File: src/rtl/uart_host_pkg.sv
// Shared definitions for the host-side UART sequencer: tester UART register
// word offsets, sequencer FSM states and round-robin job identifiers.
package uart_host_pkg;

    localparam logic [2:0] REG_SOFTRESET = 3'd0;
    localparam logic [2:0] REG_DIV       = 3'd1;
    localparam logic [2:0] REG_TXDATA    = 3'd2;
    localparam logic [2:0] REG_TXEN      = 3'd3;
    localparam logic [2:0] REG_TXREADY   = 3'd4;
    localparam logic [2:0] REG_RXDATA    = 3'd5;
    localparam logic [2:0] REG_RXEN      = 3'd6;
    localparam logic [2:0] REG_RXREADY   = 3'd7;

    typedef enum logic [3:0] {
        ST_IDLE,
        ST_SRST1,
        ST_SRST0,
        ST_DIV,
        ST_TXEN,
        ST_RXEN,
        ST_SERVE,
        ST_POLL_TX,
        ST_WR_TX,
        ST_POLL_RX,
        ST_RD_RX,
        ST_ERR
    } state_t;

    typedef enum logic {
        JOB_TX = 1'b0,
        JOB_RX = 1'b1
    } job_t;

endpackage

File: src/rtl/uart_host_busport.sv
// Single-access native-bus master: latches one request on start, holds it
// stable until uart_ready, and reports completion with a one-cycle done.
module uart_host_busport #(
    parameter int ADDR_W = 3,
    parameter int DATA_W = 32
) (
    input  logic                clk,
    input  logic                reset,
    input  logic                abort,
    input  logic                start,
    input  logic                write,
    input  logic [ADDR_W-1:0]   addr,
    input  logic [DATA_W-1:0]   wdata,
    output logic                done,
    output logic [DATA_W-1:0]   rdata,
    output logic                uart_valid,
    output logic [ADDR_W-1:0]   uart_addr,
    output logic [DATA_W-1:0]   uart_wdata,
    output logic [DATA_W/8-1:0] uart_wstrb,
    input  logic [DATA_W-1:0]   uart_rdata,
    input  logic                uart_ready
);

    logic                valid_reg;
    logic [ADDR_W-1:0]   addr_reg;
    logic [DATA_W-1:0]   wdata_reg;
    logic [DATA_W/8-1:0] wstrb_reg;

    // A new start is only accepted while idle, so the request fields stay
    // frozen for the whole access and a completing access cannot be overrun.
    always_ff @(posedge clk) begin
        if (reset || abort) begin
            valid_reg <= 1'b0;
            addr_reg  <= '0;
            wdata_reg <= '0;
            wstrb_reg <= '0;
        end else if (valid_reg) begin
            if (uart_ready) begin
                valid_reg <= 1'b0;
            end
        end else if (start) begin
            valid_reg <= 1'b1;
            addr_reg  <= addr;
            wdata_reg <= wdata;
            wstrb_reg <= write ? '1 : '0;
        end
    end

    assign done       = valid_reg & uart_ready;
    assign rdata      = uart_rdata;
    assign uart_valid = valid_reg;
    assign uart_addr  = addr_reg;
    assign uart_wdata = wdata_reg;
    assign uart_wstrb = wstrb_reg;

endmodule

File: src/rtl/uart_host_seq.sv
// Host UART sequencer: runs the tester-UART init writes, then serves TX/RX bytes
// by polling TXREADY/RXREADY. Optional no-progress watchdog: UART_HOST_TIMEOUT_EN.
module uart_host_seq
    import uart_host_pkg::*;
#(
    parameter int          ADDR_W      = 3,
    parameter int          DATA_W      = 32,
    parameter int          DIV         = 100,
    parameter int unsigned TIMEOUT_CYC = 1000000
) (
    input  logic                clk,
    input  logic                reset,
    input  logic                init_start,
    output logic                init_done,
    input  logic                tx_valid,
    input  logic [7:0]          tx_data,
    output logic                tx_ready,
    output logic                rx_valid,
    output logic [7:0]          rx_data,
    input  logic                rx_ready,
    output logic                uart_valid,
    output logic [ADDR_W-1:0]   uart_addr,
    output logic [DATA_W-1:0]   uart_wdata,
    output logic [DATA_W/8-1:0] uart_wstrb,
    input  logic [DATA_W-1:0]   uart_rdata,
    input  logic                uart_ready,
    output logic                timeout_err
);

    state_t              state_reg, state_next;
    job_t                rr_reg;
    logic                init_done_reg;
    logic                rx_valid_reg;
    logic [7:0]          rx_data_reg;
    logic [7:0]          tx_byte_reg;
    logic                bus_start, bus_write, bus_done;
    logic [ADDR_W-1:0]   bus_addr;
    logic [DATA_W-1:0]   bus_wdata, bus_rdata;
    logic                timeout_hit;
    logic                tx_elig, rx_elig;
    logic                unused_rdata;

    assign unused_rdata = ^bus_rdata[DATA_W-1:8];
    assign tx_elig      = tx_valid;
    assign rx_elig      = !rx_valid_reg;

    uart_host_busport #(
        .ADDR_W (ADDR_W),
        .DATA_W (DATA_W)
    ) u_busport (
        .clk        (clk),
        .reset      (reset),
        .abort      (timeout_hit),
        .start      (bus_start),
        .write      (bus_write),
        .addr       (bus_addr),
        .wdata      (bus_wdata),
        .done       (bus_done),
        .rdata      (bus_rdata),
        .uart_valid (uart_valid),
        .uart_addr  (uart_addr),
        .uart_wdata (uart_wdata),
        .uart_wstrb (uart_wstrb),
        .uart_rdata (uart_rdata),
        .uart_ready (uart_ready)
    );

    always_comb begin
        state_next = state_reg;
        bus_start  = 1'b0;
        bus_write  = 1'b0;
        bus_addr   = '0;
        bus_wdata  = '0;
        case (state_reg)
            ST_IDLE: if (init_start) state_next = ST_SRST1;
            ST_SRST1: begin
                bus_start = 1'b1; bus_write = 1'b1;
                bus_addr  = ADDR_W'(REG_SOFTRESET); bus_wdata = DATA_W'(1);
                if (bus_done) state_next = ST_SRST0;
            end
            ST_SRST0: begin
                bus_start = 1'b1; bus_write = 1'b1;
                bus_addr  = ADDR_W'(REG_SOFTRESET);
                if (bus_done) state_next = ST_DIV;
            end
            ST_DIV: begin
                bus_start = 1'b1; bus_write = 1'b1;
                bus_addr  = ADDR_W'(REG_DIV); bus_wdata = DATA_W'(DIV);
                if (bus_done) state_next = ST_TXEN;
            end
            ST_TXEN: begin
                bus_start = 1'b1; bus_write = 1'b1;
                bus_addr  = ADDR_W'(REG_TXEN); bus_wdata = DATA_W'(1);
                if (bus_done) state_next = ST_RXEN;
            end
            ST_RXEN: begin
                bus_start = 1'b1; bus_write = 1'b1;
                bus_addr  = ADDR_W'(REG_RXEN); bus_wdata = DATA_W'(1);
                if (bus_done) state_next = ST_SERVE;
            end
            ST_SERVE: begin
                if (tx_elig && (!rx_elig || rr_reg == JOB_TX)) state_next = ST_POLL_TX;
                else if (rx_elig)                              state_next = ST_POLL_RX;
            end
            ST_POLL_TX: begin
                bus_start = 1'b1; bus_addr = ADDR_W'(REG_TXREADY);
                if (bus_done) state_next = bus_rdata[0] ? ST_WR_TX : ST_SERVE;
            end
            ST_WR_TX: begin
                bus_start = 1'b1; bus_write = 1'b1;
                bus_addr  = ADDR_W'(REG_TXDATA); bus_wdata = DATA_W'(tx_byte_reg);
                if (bus_done) state_next = ST_SERVE;
            end
            ST_POLL_RX: begin
                bus_start = 1'b1; bus_addr = ADDR_W'(REG_RXREADY);
                if (bus_done) state_next = bus_rdata[0] ? ST_RD_RX : ST_SERVE;
            end
            ST_RD_RX: begin
                bus_start = 1'b1; bus_addr = ADDR_W'(REG_RXDATA);
                if (bus_done) state_next = ST_SERVE;
            end
            ST_ERR: state_next = ST_ERR;
            default: state_next = ST_IDLE;
        endcase
        if (timeout_hit) state_next = ST_ERR;
    end

    // rr always points at the job opposite to the last one that completed.
    always_ff @(posedge clk) begin
        if (reset) begin
            state_reg     <= ST_IDLE;
            rr_reg        <= JOB_TX;
            init_done_reg <= 1'b0;
            rx_valid_reg  <= 1'b0;
            rx_data_reg   <= '0;
            tx_byte_reg   <= '0;
        end else begin
            state_reg <= state_next;
            if (state_reg == ST_RXEN && bus_done) init_done_reg <= 1'b1;
            if (state_reg == ST_POLL_TX && bus_done && bus_rdata[0]) tx_byte_reg <= tx_data;
            if (state_reg == ST_WR_TX && bus_done) rr_reg <= JOB_RX;
            if (state_reg == ST_RD_RX && bus_done) begin
                rr_reg       <= JOB_TX;
                rx_valid_reg <= 1'b1;
                rx_data_reg  <= bus_rdata[7:0];
            end else if (rx_valid_reg && rx_ready) begin
                rx_valid_reg <= 1'b0;
            end
        end
    end

    assign tx_ready  = (state_reg == ST_WR_TX) && bus_done;
    assign init_done = init_done_reg;
    assign rx_valid  = rx_valid_reg;
    assign rx_data   = rx_data_reg;

`ifdef UART_HOST_TIMEOUT_EN
    logic [31:0] idle_cnt_reg;
    logic        timeout_err_reg;
    logic        progress;

    assign progress    = (state_reg == ST_IDLE) || tx_ready || (state_reg == ST_RD_RX && bus_done);
    assign timeout_hit = (state_reg != ST_ERR) && !progress && (idle_cnt_reg == TIMEOUT_CYC - 1);

    always_ff @(posedge clk) begin
        if (reset) begin
            idle_cnt_reg    <= '0;
            timeout_err_reg <= 1'b0;
        end else begin
            if (progress || state_reg == ST_ERR) idle_cnt_reg <= '0;
            else if (!timeout_hit)               idle_cnt_reg <= idle_cnt_reg + 32'd1;
            if (timeout_hit) timeout_err_reg <= 1'b1;
        end
    end

    assign timeout_err = timeout_err_reg;
`else
    localparam int unsigned unused_timeout_cyc = TIMEOUT_CYC;
    assign timeout_hit = 1'b0;
    assign timeout_err = 1'b0;
`endif

endmodule

File: config.mk
export PLATFORM = sky130hd
export DESIGN_NAME = uart_host_seq
export DESIGN_NICKNAME = d
export VERILOG_FILES = /design/src/rtl/uart_host_pkg.sv /design/src/rtl/uart_host_busport.sv /design/src/rtl/uart_host_seq.sv
export SDC_FILE = /design/constraint.sdc
export NUM_CORES = 1
export LEC_CHECK = 0
export BUFFER_PORTS_ARGS = -buffer_cell sky130_fd_sc_hd__buf_4
export CAP_MARGIN = 20
export CORE_UTILIZATION = 51
export CTS_CLUSTER_DIAMETER = 60
export DETAILED_ROUTE_END_ITERATION = 12
export MAX_ROUTING_LAYER = met4
export PLACE_DENSITY = 0.81
export SLEW_MARGIN = 0
export SYNTH_ARGS = -nofsm -noshare
export SYNTH_HDL_FRONTEND = slang
export SYNTH_HIERARCHICAL = 1
export SYNTH_SLANG_ARGS = --single-unit
File: constraint.sdc
create_clock -name clk -period 2.4 [get_ports clk]
set_input_delay 0.12 -clock clk [delete_from_list [all_inputs] [get_ports clk]]
set_output_delay 0.12 -clock clk [all_outputs]
set_load 0.03 [all_outputs]
# [Word level (Yosys, flattened, before mapping)]
# Index checks and enable logic that the tools add are counted.
[word_totals] reg_bits=63 input_bits=46 out_inout_bits=52 wordCells=73
[classes] n_eq_ne=20 muxes=23 bitwise=3 n_reduce_logical=17
[op_table] op="4-bit two-way mux" count=13
[op_table] op="4-bit case mux with 10 select lines" count=1
[op_table] op="8-bit case mux with 3 select lines" count=1
[op_table] op="3-bit case mux with 7 select lines" count=1
[op_table] op="4-bit by 3-bit == test with 1-bit output, second input constant" count=4
[op_table] op="4-bit == test, second input constant" count=4
[op_table] op="2-bit inequality test, second input constant" count=7
[op_table] op="9-bit AND reduction" count=1
[op_table] op="9-bit OR reduction" count=1
[op_table] op="4-bit by 2-bit == test with 1-bit output, second input constant" count=2
[op_table] op="1-bit logical AND" count=7
[op_table] op="1-bit two-way mux" count=7
[op_table] op="3-bit OR reduction" count=2
[op_table] op="6-bit OR reduction" count=1
[op_table] op="4-bit by 1-bit == test with 1-bit output, second input constant" count=1
[op_table] op="4-bit zero test" count=1
[op_table] op="3-bit inequality test, second input constant" count=1
[op_table] op="2-bit by 1-bit inequality test with 1-bit output, second input constant" count=1
[op_table] op="1-bit NOT" count=2
[op_table] op="2-bit AND reduction" count=1
[op_table] op="2-bit nonzero test" count=1
[op_table] op="2-bit OR reduction" count=1
[op_table] op="1-bit AND" count=1
[op_table] op="1-bit logical OR" count=1

# [Depth between registers and ports, before layout]
[logic_depth] depth_word=5 depth_mapped=9 ltp_nobuf=6

# [Cells and area by module]
# Netlist, hierarchy kept.
[by_module_without_submodules] mod="uart_host_busport" n_inst=1 cells_per_inst=198 area_per_inst_um2=1640.3 seq_area_each_um2=740.7
[by_module_without_submodules] mod="uart_host_seq" n_inst=1 cells_per_inst=154 area_per_inst_um2=1291.2 seq_area_each_um2=460.4

# [Worst setup path before layout]
# Ideal clock, no wire load.
[synth_timing] path_kind="reg-to-reg" startpoint="register u_busport.valid_reg, in the netlist u_busport/uart_valid" endpoint="register tx_byte_reg[0]" setup_time_ps=128 arrival_ps=1603 required_ps=2272 path_slack_ps=669 path_stages_with_launch=7 path_buffers=1 period_less_slack_ps=1731 path_cell_list="dfxtp_1 -> and2_1 -> buf_2 -> nand3_1 -> nor3_4 -> mux2i_1 -> nor2_1"
[synth_via] elab_chain_len=3
[synth_rtl] item="start, declared" line_no="uart_host_busport.sv:24" source="logic valid_reg;"
[synth_rtl] item="start signal, assigned" line_no="uart_host_busport.sv:33" source="valid_reg <= 1'b0;"
[synth_rtl] item="start signal, assigned" line_no="uart_host_busport.sv:39" source="valid_reg <= 1'b0;"
[synth_rtl] item="start signal, assigned" line_no="uart_host_busport.sv:42" source="valid_reg <= 1'b1;"
[synth_rtl] item="1-bit AND" line_no="uart_host_busport.sv:49" source="assign done = valid_reg & uart_ready;"
[synth_rtl] item="via bus_done" line_no="uart_host_seq.sv:36" source="logic bus_start, bus_write, bus_done;"
[synth_rtl] item="1-bit logical AND (2 in series)" line_no="uart_host_seq.sv:140" source="if (state_reg == ST_POLL_TX && bus_done && bus_rdata[0]) tx_byte_reg <= tx_data;"
[synth_rtl] item="end signal, assigned" line_no="uart_host_seq.sv:140"
[synth_rtl] item="end, declared" line_no="uart_host_seq.sv:35" source="logic [7:0] tx_byte_reg;"
# The timed path passes the listed nets, and every way through them passes these cells.
# A chain may end at the register's enable or synchronous reset.

# [Worst setup path after layout]
[layout_timing] startpoint="register state_reg[3]" endpoint="output tx_ready"
[layout_via] elab_chain_len=2
[layout_rtl] item="start, declared" line_no="uart_host_seq.sv:30" source="state_t state_reg, state_next;"
[layout_rtl] item="start signal, assigned" line_no="uart_host_seq.sv:138" source="state_reg <= state_next;"
[layout_rtl] item="4-bit == test" line_no="uart_host_seq.sv:152" source="assign tx_ready = (state_reg == ST_WR_TX) && bus_done;"
[layout_rtl] item="1-bit logical AND" line_no="uart_host_seq.sv:152"
[layout_rtl] item="end, declared" line_no="uart_host_seq.sv:17" source="output logic tx_ready,"
# Every way passes these cells.

==> flow_summary.toml <==
[route]
dr_wl_met2_um = 3120
drt-total-wl_um = 6210
wire_per_inst_um = 12.7
top_layer_used = "met4"
vias = 2430
firstDrtPassIters = 4
antenna_left = 0
m1WireLength_um = 2700
first_iter_violations = 167
drc = 0
viasPerCell = 4.97
wl_met3_um = 266

[floorplanning]
core_um2 = 5140
initial_utilization_pct = 53.5
io_pins = 98
die-area_um2 = 5690
num_rows = 26
dieWidth_um = 75.5
fp.dieH_um = 75.5

[cells_and_area]
multi_input_area_um2 = 1390
largest_reg_flops = 32
final_common_cell = "buf_4"
area_growth_pct = 30.8
nFillCells = 423
seq_area_um2 = 1200
final_cell_mix = "buf_4, nand2_1, dfxtp_1, a21oi_1, conb_1"
final_cell_area_um2 = 3600
nets = 460
drive_gt1_share_pct = 31.0
antennaDiodeCount = 0

[critical_path]
rr_worst_depth = 7
cp_max_fo = 17
required_ps = 2280
cp_slowest_stage_delay_ps = 680
crit_arrival_ps = 2070
rrSetupSlack_ps = 530
endpoint_kind = "output port"
rr_startpoint = "state_reg[1]$_SDFFE_PP0P_"
crit_path_top_delay_cell = "dfxtp_1"
r2r_end = "u_busport/uart_wdata[14]$_SDFFE_PP0P_"
critPathLaunchType = "flop"
path_class = "reg -> out"
endpoint = "tx_ready"
worstSetupStartpoint = "state_reg[3]$_SDFFE_PP0P_"
crit_chain = "nand2b_1 -> nor3_2 -> and2_1 -> buf_4"

[logic_synthesis]
netlist_instances = 328
netlist_area_um2 = 2750
syn_area_per_cell_um2 = 8.39
ys_warn_count = 6

[clocking]
cts_tree = "yes"
clockBufferDepth = 2
clock_latency_ps = 340
post_cts_buffers = 0
cts-hold-fix-buffers = 4
htree_levels = 3
numCtsBuffers = 9
clkSinkCount = 60
cts-root-buf = "clkbuf_8"
cts_resized = 0
clk_pin_slew_ps = 70

[flow_run]
maxCapViolations = 0

[placement]
io_buffer_count = 72
gp_congestion = 0.917
place_area_um2 = 3330
dp_hpwl_um = 4150

[sta]
rsz0062_at_grt = "false"
finalSetupTns_ps = 0
final.min_clock_period_ps = 2190
period_share_pct = 91.4
worst_pin_slew_ps = 564
hold_viol_final = 0
slew_headroom_pct = 62.4
finClkSkew_ps = 5.21
finalMaxSlewViolations = 0
setup_viol = 0
fmax_mhz = 456

[power]
p_leak_uw = 0.00149
ir_drop_v = 0.000646
p_per_area_nw_per_um2 = 1020

[global_routing]
track_usage_pct = 24.3
grt_pass1_vias = 2197
antenna_found_initial = 0
overflow = 0
grt_pass1_wl_um = 9940
grt_max_degree = 38

[min_path]
hold_path.class = "in -> reg"
whs_path_depth = 3

[run_status]
outcome = "completed"
-- critical path: cells and delay by family (launching register included) --
kind | cells | cell delay, ps
buf+inv | 1 | 150
flops | 1 | 680
simple gates | 3 | 900
-- how the worst min path moves through the flow --
stage / startpoint / endpoint
after floorplan: reset / state_reg[1]$_SDFFE_PP0P_
after CTS: tx_data[7] / tx_byte_reg[7]$_SDFFE_PP0P_
after global placement: uart_rdata[5] / rx_data[5]$_SDFFE_PP0P_
after detailed placement: tx_data[5] / tx_byte_reg[5]$_SDFFE_PP0P_
after global routing: tx_data[4] / tx_byte_reg[4]$_SDFFE_PP0P_
final: tx_data[7] / tx_byte_reg[7]$_SDFFE_PP0P_
-- cell type report --
cell class / count / share of cell area, %
inverter: 7 / 0.730
timing repair buffer: 86 / 18.6
clock inverter: 6 / 2.40
sequential: 60 / 33.4
multi-input combinational: 250 / 38.7
clock buffer: 10 / 3.82
tap: 70 / 2.43
-- per-stage QoR --
| stage | hold WS (ps) | std cells | power, µW | utilization [%] | worst slack (ps) |
|---|---|---|---|---|---|
| 2_1_floorplan | 192 | 353 | 2340 | - | 669 |
| 3_3_place_gp | 352 | 469 | 2620 | 64.9 | 610 |
| 3_5_place_dp | 361 | 469 | 2650 | 64.9 | 563 |
| 4_1_cts | 0.414 | 489 | 3700 | 70.0 | 222 |
| 5_1_grt | 22.4 | 489 | 3900 | 70.0 | 115 |
| 6_report | 19.3 | 489 | 3670 | 70.0 | 207 |
-- layer usage --
metal  track usage (%)  up-vias
met5                 -        -
met2              37.9       68
met3              5.16       11
met1              29.7     1119
met4              12.3        0
li1                  -     1232
-- power by group --
group          total, µW  switching, µW  internal (µW)
sequential          1190            106           1090
clock               1030            413            612
combinational       1450            926            527
Power figures use the tool's default switching activity.
